`config.mk`:
```
export PLATFORM = sky130hd
export DESIGN_NAME = spi_master
export DESIGN_NICKNAME = d
export VERILOG_FILES = /design/src/rtl/spi_master.sv
export SDC_FILE = /design/constraint.sdc
export NUM_CORES = 1
export LEC_CHECK = 0
export CORE_UTILIZATION = 30
export DETAILED_ROUTE_END_ITERATION = 6
export PLACE_DENSITY = 0.56
export SLEW_MARGIN = 25
export SYNTH_ARGS = -nofsm -noshare
export SYNTH_HDL_FRONTEND = slang
export SYNTH_SLANG_ARGS = --single-unit
```
`constraint.sdc`:
```
create_clock -name clk -period 2.1 [get_ports clk]
set_input_delay 0.42 -clock clk [delete_from_list [all_inputs] [get_ports clk]]
set_output_delay 0.42 -clock clk [all_outputs]
set_load 0.02 [all_outputs]
```
`src/rtl/spi_master.sv`:
```
// SPI master: sends a {cmd, payload} frame MSB first and, for read-data frames,
// captures DW bits from MISO after RD_WAIT turnaround cycles.
module spi_master #(
    parameter int unsigned RD_WAIT = 2,
    parameter int unsigned DW      = 8
) (
    input  logic          clk,
    input  logic          rst_n,
    input  logic          start,
    input  logic [1:0]    cmd,
    input  logic [DW-1:0] payload,
    output logic          busy,
    output logic          done,
    output logic [DW-1:0] rd_data,
    output logic          rd_valid,
    output logic          SS_n,
    output logic          MOSI,
    input  logic          MISO
);

    localparam int unsigned FW   = DW + 2;
    localparam int unsigned MAXC = (FW > RD_WAIT) ? FW : RD_WAIT;
    localparam int unsigned CW   = $clog2(MAXC + 1);

    localparam logic [CW-1:0] ShiftLast = CW'(FW - 1);
    localparam logic [CW-1:0] WaitLast  = CW'((RD_WAIT > 0) ? RD_WAIT - 1 : 0);
    localparam logic [CW-1:0] ReadLast  = CW'(DW - 1);

    typedef enum logic [2:0] {
        StIdle,
        StStart,
        StCmd,
        StShift,
        StHold,
        StWait,
        StRead,
        StStop
    } state_e;

    state_e        state_q, state_d;
    logic [CW-1:0] cnt_q, cnt_d;
    logic [FW-1:0] sr_q, sr_d;
    logic [DW-1:0] rx_q, rx_d;
    logic          rd_q, rd_d;

    logic          ss_n_d;
    logic          mosi_d;
    logic          busy_d;
    logic          done_d;
    logic          rd_valid_d;
    logic [DW-1:0] rd_data_d;

    always_comb begin
        state_d = state_q;
        cnt_d   = cnt_q + CW'(1);
        sr_d    = sr_q;
        rx_d    = rx_q;
        rd_d    = rd_q;

        unique case (state_q)
            StIdle: begin
                cnt_d = '0;
                if (start) begin
                    sr_d    = {cmd, payload};
                    rd_d    = (cmd == 2'b11);
                    state_d = StStart;
                end
            end
            StStart: state_d = StCmd;
            StCmd:   state_d = StShift;
            StShift: begin
                if (cnt_q == ShiftLast) begin
                    state_d = StHold;
                end
            end
            StHold: begin
                if (!rd_q) begin
                    state_d = StStop;
                end else if (RD_WAIT == 0) begin
                    state_d = StRead;
                end else begin
                    state_d = StWait;
                end
            end
            StWait: begin
                if (cnt_q == WaitLast) begin
                    state_d = StRead;
                end
            end
            StRead: begin
                rx_d = (rx_q << 1) | {{(DW-1){1'b0}}, MISO};
                if (cnt_q == ReadLast) begin
                    state_d = StStop;
                end
            end
            StStop:  state_d = StIdle;
            default: state_d = StIdle;
        endcase

        if (state_d != state_q) begin
            cnt_d = '0;
        end

        // Outputs are registered, so they are derived from the state being entered.
        mosi_d = 1'b0;
        if (state_d == StCmd) begin
            mosi_d = sr_q[FW-1];
        end else if (state_d == StShift) begin
            mosi_d = sr_q[FW-1];
            sr_d   = sr_q << 1;
        end

        ss_n_d     = (state_d == StIdle) || (state_d == StStop);
        busy_d     = (state_d != StIdle);
        done_d     = (state_d == StStop);
        rd_valid_d = (state_d == StStop) && rd_q;
        rd_data_d  = rd_valid_d ? rx_d : rd_data;
    end

    always_ff @(posedge clk or negedge rst_n) begin
        if (!rst_n) begin
            state_q  <= StIdle;
            cnt_q    <= '0;
            sr_q     <= '0;
            rx_q     <= '0;
            rd_q     <= 1'b0;
            SS_n     <= 1'b1;
            MOSI     <= 1'b0;
            busy     <= 1'b0;
            done     <= 1'b0;
            rd_valid <= 1'b0;
            rd_data  <= '0;
        end else begin
            state_q  <= state_d;
            cnt_q    <= cnt_d;
            sr_q     <= sr_d;
            rx_q     <= rx_d;
            rd_q     <= rd_d;
            SS_n     <= ss_n_d;
            MOSI     <= mosi_d;
            busy     <= busy_d;
            done     <= done_d;
            rd_valid <= rd_valid_d;
            rd_data  <= rd_data_d;
        end
    end

endmodule

```
==> flow_metrics.py, run 1 <==
metrics = {
    "die": {
        "ios": 27,
        "initial_core_util": 0.311,
        "dieArea_sq_um": 5980,
        "row_count": 27,
        "core_area_sq_um": 5470,
        "dieHeight_um": 77.3,
        "die_x_um": 77.3,
    },
    "layout": {
        "final_cell_mix": "dfrtp_1, clkdlybuf4s50_1, mux2_2",
        "antennaDiodeCount": 0,
        "fin_cells": 247,
        "layout_commonest_cell": "dfrtp_1",
        "final_layout_size_suffix_gt1_frac": 0.194,
        "syn_to_final_growth_pct": 27.3,
        "finalNetCount": 190,
    },
    "yosys": {
        "post_synth_and_or_nand_nor_area_fraction": 0.137,
        "ys_ff_latch": 39,
        "muxShareOfSynthArea": 0.159,
        "synth_compound_gate_area_share": 0.0713,
        "synth_top_family_by_area": "multiplexers",
        "synthAdderAreaFrac": 0.0147,
        "netlist_area_sq_um": 1700,
        "synth-seq-area-share": 0.574,
        "synth_cell_types": 33,
        "synth_edf_count": 0,
        "synth_xor_area_frac": 0.0103,
        "synthCells": 142,
        "yosys_warnings": 0,
        "ys.flop_type": "dfrtp_1",
        "avgSynthCellArea_sq_um": 12.0,
        "syn_nets": 158,
        "ys_async_sr_fraction": 1.00,
    },
    "worst_setup_path": {
        "crit_fanout": 11,
        "worstPathRequired_ns": 2.27,
        "r2r_end": "rd_data[0]",
        "cp_slowest_cell": "dfrtp_1",
        "critPathBufInv": 0,
        "crit_family": "simple AND/OR/NAND/NOR gates",
        "startpoint_type": "flop",
        "r2r_cells": 4,
        "critPathKind": "reg2reg",
        "ff2ff_setup_slack_ns": 0.13,
        "cp_cell_sequence": "nand3b_4 > or3_4 > nor3_4 > mux2_2",
        "reg2reg_from": "state_q[2]",
        "endpoint_kind": "flop",
        "cp.arrival_ns": 2.14,
        "cpPeakStageDelay_ns": 0.55,
    },
    "clocking": {
        "ctsRootBufferMaster": "clkbuf_8",
        "cts_resized": 0,
        "hold_buffers": 0,
        "cts_buffers": 5,
        "h-tree-depth": 2,
        "clock_path_buffers": 2,
        "clk_pin_slew_ns": 0.07,
        "cts_sinks": 39,
        "post_cts_buffers": 0,
        "clk_latency_ns": 0.29,
        "cts_tree": "yes",
    },
    "power_and_ir_drop": {
        "intPower_mw": 1.60,
        "power.leakage_nw": 1.06,
        "sequentialPowerShare": 0.453,
        "power_switching_mw": 0.717,
        "p_per_area_nw_per_um2": 1070,
        "vdd_drop_max_mv": 0.358,
        "pwr-share-clk": 0.272,
        "switching_share": 0.309,
        "p_comb_frac": 0.275,
    },
    "timing": {
        "period_minus_slack_ns": 1.97,
        "relSlewSlack": 0.433,
        "fmax_mhz": 509,
        "clock_skew_ns": 0.00582,
        "fin_setup_tns_ns": 0,
        "finalSetupViolations": 0,
        "hold_violations": 0,
        "rsz0062_at_grt": "false",
        "drv_slew": 0,
        "worst_slew_pin_slew_ns": 0.850,
        "period_share": 0.936,
    },
    "detailed_routing": {
        "dr.pass1.iters": 4,
        "drtIter0Drc": 30,
        "vias": 1140,
        "drc_errors": 0,
        "via_per_inst": 4.62,
        "routed_wl_mm": 3.13,
        "wl_per_cell_um": 12.7,
        "final_antenna_net_count": 0,
    },
    "global_route": {
        "gr-usage-all-layers": 0.118,
        "grt_max_degree": 40,
        "grt_pass1_vias": 1208,
        "overflow": 0,
        "antenna_found_initial": 0,
        "grt_pass1_wl_mm": 5.43,
    },
    "placed_design": {
        "post-place-cells": 239,
        "hpwlAfterDp_mm": 2.24,
        "finalWeightedCongestion": 0.792,
        "io_buffer_count": 26,
    },
    "run": {
        "drv_cap": 0,
    },
    "outcome": {
        "status": "finished, final reports clean",
    },
    "worst_hold_path": {
        "hp-class": "in2async",
    },
}
per-layer routing:
| layer | global-route usage | routed length (um) | vias to the layer above |
|---|---|---|---|
| met3 | 0.0353 | 120 | 5 |
| met4 | 0.0623 | 68 | 0 |
| li1 | - | - | 556 |
| met1 | 0.131 | 1380 | 558 |
| met2 | 0.203 | 1550 | 21 |
| met5 | 0 | 0 | - |
power by group through the flow:
stage	Sequential (mW)	Combinational, mW	Clock (mW)
floorplan	1.04	0.475	0
global placement	1.05	0.621	0
detailed placement	1.06	0.643	0
CTS	1.05	0.644	0.656
global route	1.08	0.727	0.685
finish	1.05	0.638	0.631
logic make-up after synthesis:
logic type               count (synthesis)
AND/OR/NAND/NOR                         41
flip-flops                              39
multiplexers                            25
AO/OA/AOI/OAI                           21
buffers and inverters                   12
XOR/XNOR                                 2
adder cells (fa/ha/maj)                  2
cell type report:
| cell class | instances | area, sq um |
|---|---|---|
| fillers | 543 | 3300 |
| flip-flops and latches | 39 | 977 |
| multi-input cells | 91 | 668 |
| repair buffers | 31 | 293 |
| well taps | 72 | 90.1 |
| clock buffers | 6 | 82.6 |
| clock inverters | 2 | 35.0 |
| inverters | 6 | 22.5 |
cells in the mapped netlist, types with 2 or more instances:
cell type,instances,area share
a21oi_1,12,0.035
buf_2,4,0.012
dfrtp_1,38,0.56
ha_1,2,0.015
inv_1,6,0.013
mux2_2,16,0.11
mux2i_1,9,0.053
nand2_1,9,0.020
nand3_1,5,0.015
nor2_1,14,0.031
nor3b_1,2,0.0088
o21ai_0,2,0.0059
o22ai_1,2,0.0073
xnor2_1,2,0.010
sequential cells by signal (all words and copies together), names as in the netlist:
register and cells:
sr_q 10, cnt_q 4, SS_n 1, done 1, MOSI 1, state_q 3
busy 1, rx_q 8, rd_data 8, rd_q 1, rd_valid 1
stage by stage:
step / util / setup WS (ns) / total power [mW] / hold WS, ns / instance area (sq um)
floorplan: - / 0.346 / 1.51 / 0.124 / 1700
detailed placement: 0.375 / 0.125 / 1.71 / 0.487 / 2050
global route: 0.396 / 0.00315 / 2.49 / 0.306 / 2170
finish: 0.396 / 0.134 / 2.32 / 0.243 / 2170
global placement: 0.375 / 0.191 / 1.67 / 0.474 / 2050
CTS: 0.396 / 0.110 / 2.35 / 0.269 / 2170
how the worst max path moves through the flow:
stage	slack, ns	from	cells past startpoint	endpoint
5_1_grt	0.003	state_q[2]	4	rd_data[0]
3_5_place_dp	0.13	state_q[2]	4	rd_data[0]
3_3_place_gp	0.19	state_q[2]	4	rd_data[3]
6_report	0.13	state_q[2]	4	rd_data[0]
4_1_cts	0.11	state_q[2]	4	rd_data[6]
2_1_floorplan	0.35	state_q[1]	5	rd_data[0]
Note: power is estimated with default switching activity, not from simulation.
==> inputs of run 2 (changes only) <==
--- a/config.mk
+++ b/config.mk
@@ -8,6 +8,7 @@
 export CORE_UTILIZATION = 30
 export DETAILED_ROUTE_END_ITERATION = 6
 export PLACE_DENSITY = 0.56
+export RECOVER_POWER = 50
 export SLEW_MARGIN = 25
 export SYNTH_ARGS = -nofsm -noshare
 export SYNTH_HDL_FRONTEND = slang
==> run 2 against run 1 <==
Clock skew hardly changed. Via count is 0.26% higher. Non-clock buffer count stayed put.
==> flow_metrics.py, run 2 (synthesis gave the netlist of run 1 again) <==
metrics = {
    "outcome": {
        "status": "finished, final reports clean",
    },
    "detailed_routing": {
        "dr.pass1.iters": 4,
        "final_antenna_net_count": 0,
        "vias": 1143,
        "routed_wl_mm": 3.12,
        "via_per_inst": 4.63,
        "drtIter0Drc": 27,
        "drc_errors": 0,
        "wl_per_cell_um": 12.6,
    },
    "timing": {
        "finalSetupViolations": 0,
        "relSlewSlack": 0.367,
        "fin_setup_tns_ns": 0,
        "hold_violations": 0,
        "drv_slew": 0,
        "fmax_mhz": 509,
        "rsz0062_at_grt": "false",
        "worst_slew_pin_slew_ns": 0.949,
        "period_minus_slack_ns": 1.96,
        "clock_skew_ns": 0.00586,
        "period_share": 0.935,
    },
    "power_and_ir_drop": {
        "fin_total_pwr_mw": 2.32,
        "intPower_mw": 1.60,
        "p_comb_frac": 0.275,
        "p_per_area_nw_per_um2": 1070,
        "vdd_drop_max_mv": 0.358,
        "power_switching_mw": 0.715,
        "pwr-share-clk": 0.272,
        "sequentialPowerShare": 0.453,
        "switching_share": 0.309,
        "power.leakage_nw": 1.06,
    },
    "worst_setup_path": {
        "critPathBufInv": 0,
        "reg2reg_from": "state_q[2]",
        "ff2ff_setup_slack_ns": 0.14,
        "cpPeakStageDelay_ns": 0.55,
        "endpoint_kind": "flop",
        "critical_path_cell_count": 4,
        "crit_start": "state_q[2]",
        "cp.arrival_ns": 2.14,
        "cp_cell_sequence": "nand3b_4 > or3_4 > nor3_4 > mux2_2",
        "worstPathRequired_ns": 2.27,
        "critPathCapture": "rd_data[0]",
        "critPathKind": "reg2reg",
        "crit_fanout": 11,
        "startpoint_type": "flop",
        "r2r_cells": 4,
        "cp_slowest_cell": "dfrtp_1",
        "r2r_end": "rd_data[0]",
        "crit_family": "simple AND/OR/NAND/NOR gates",
    },
    "layout": {
        "num-fill-cells": 543,
        "largest_reg_flops": 10,
        "utilization": 0.396,
        "layout_commonest_cell": "dfrtp_1",
        "syn_to_final_growth_pct": 27.1,
        "antennaDiodeCount": 0,
        "fin_cells": 247,
        "final_layout_size_suffix_gt1_frac": 0.183,
        "reg_top3": "sr_q: 10 flops, rd_data: 8 flops, rx_q: 8 flops",
        "top_register": "sr_q",
        "final_cell_mix": "dfrtp_1, clkdlybuf4s50_1, mux2_2",
        "finalNetCount": 190,
    },
    "clocking": {
        "cts_tree": "yes",
        "clk_pin_slew_ns": 0.07,
        "cts_resized": 0,
        "h-tree-depth": 2,
        "post_cts_buffers": 0,
        "hold_buffers": 0,
        "clk_latency_ns": 0.29,
        "clock_path_buffers": 2,
        "cts_buffers": 5,
        "cts_sinks": 39,
        "ctsRootBufferMaster": "clkbuf_8",
    },
    "placed_design": {
        "io_buffer_count": 26,
        "finalWeightedCongestion": 0.792,
        "post-place-cells": 239,
        "hpwlAfterDp_mm": 2.24,
    },
    "worst_hold_path": {
        "hp-class": "in2async",
    },
    "global_route": {
        "grt_busiest_layer": "met2",
        "antenna_found_initial": 0,
        "grtUsageMet3": 0.0353,
        "grt_util_met1": 0.131,
        "overflow": 0,
        "gr-usage-all-layers": 0.118,
        "grt_max_degree": 40,
        "grt_pass1_wl_mm": 5.43,
        "grt_pass1_vias": 1208,
        "use_met2": 0.203,
    },
    "die": {
        "die_x_um": 77.3,
        "core_area_sq_um": 5470,
        "dieArea_sq_um": 5980,
        "row_count": 27,
        "dieHeight_um": 77.3,
        "ios": 27,
        "initial_core_util": 0.311,
    },
    "run": {
        "drv_cap": 0,
    },
}
## run 2: cell count changes in the layout (fill, tap and decap cells not counted), sizes merged
cell	delta
buf	-2
clkbuf	+2
## run 2: worst register-to-register path, stage by stage, from the launching register on
cell	delay, ns
dfrtp_1	0.55
nand3b_4	0.11
or3_4	0.41
nor3_4	0.38
mux2_2	0.40
## run 2: how the worst min path moves through the flow
| stage | startpoint | end | slack, ns | depth (start not counted) |
|---|---|---|---|---|
| floorplan | rst_n | MOSI | 0.12 | 0 |
| global placement | cnt_q[0] | cnt_q[0] | 0.47 | 1 |
| detailed placement | rx_q[7] | rx_q[7] | 0.49 | 1 |
| CTS | rst_n | sr_q[5] | 0.27 | 1 |
| global route | rst_n | cnt_q[3] | 0.35 | 1 |
| finish | rst_n | rd_q | 0.27 | 1 |
## run 2: layout make-up
cell class,count,area (sq um),share of cell area
Tap cell,72,90.1,0.0416
Multi-Input combinational cell,91,668,0.309
Clock inverter,2,35.0,0.0162
Timing Repair Buffer,31,289,0.134
Sequential cell,39,977,0.451
Inverter,6,22.5,0.0104
Clock buffer,6,82.6,0.0382
## run 2: routing by layer
layer | part of all wire | up-vias
met3 | 0.039 | 7
li1 | - | 556
met1 | 0.44 | 557
met2 | 0.49 | 23
met5 | 0 | -
met4 | 0.027 | 0
## run 2: through the flow
step	worst slack, ns	hold slack, ns	cell area [sq um]
after CTS	0.110	0.269	2170
after global routing	0.00368	0.348	2160
after floorplan	0.346	0.124	1700
after global placement	0.191	0.474	2050
after detailed placement	0.125	0.487	2050
final	0.136	0.275	2160
## run 2: power by group through the flow
stage	Sequential, mW	Clock (mW)	Combinational (mW)
floorplan	1.04	0	0.475
global placement	1.05	0	0.621
detailed placement	1.06	0	0.643
CTS	1.05	0.656	0.644
global route	1.08	0.685	0.727
finish	1.05	0.630	0.638
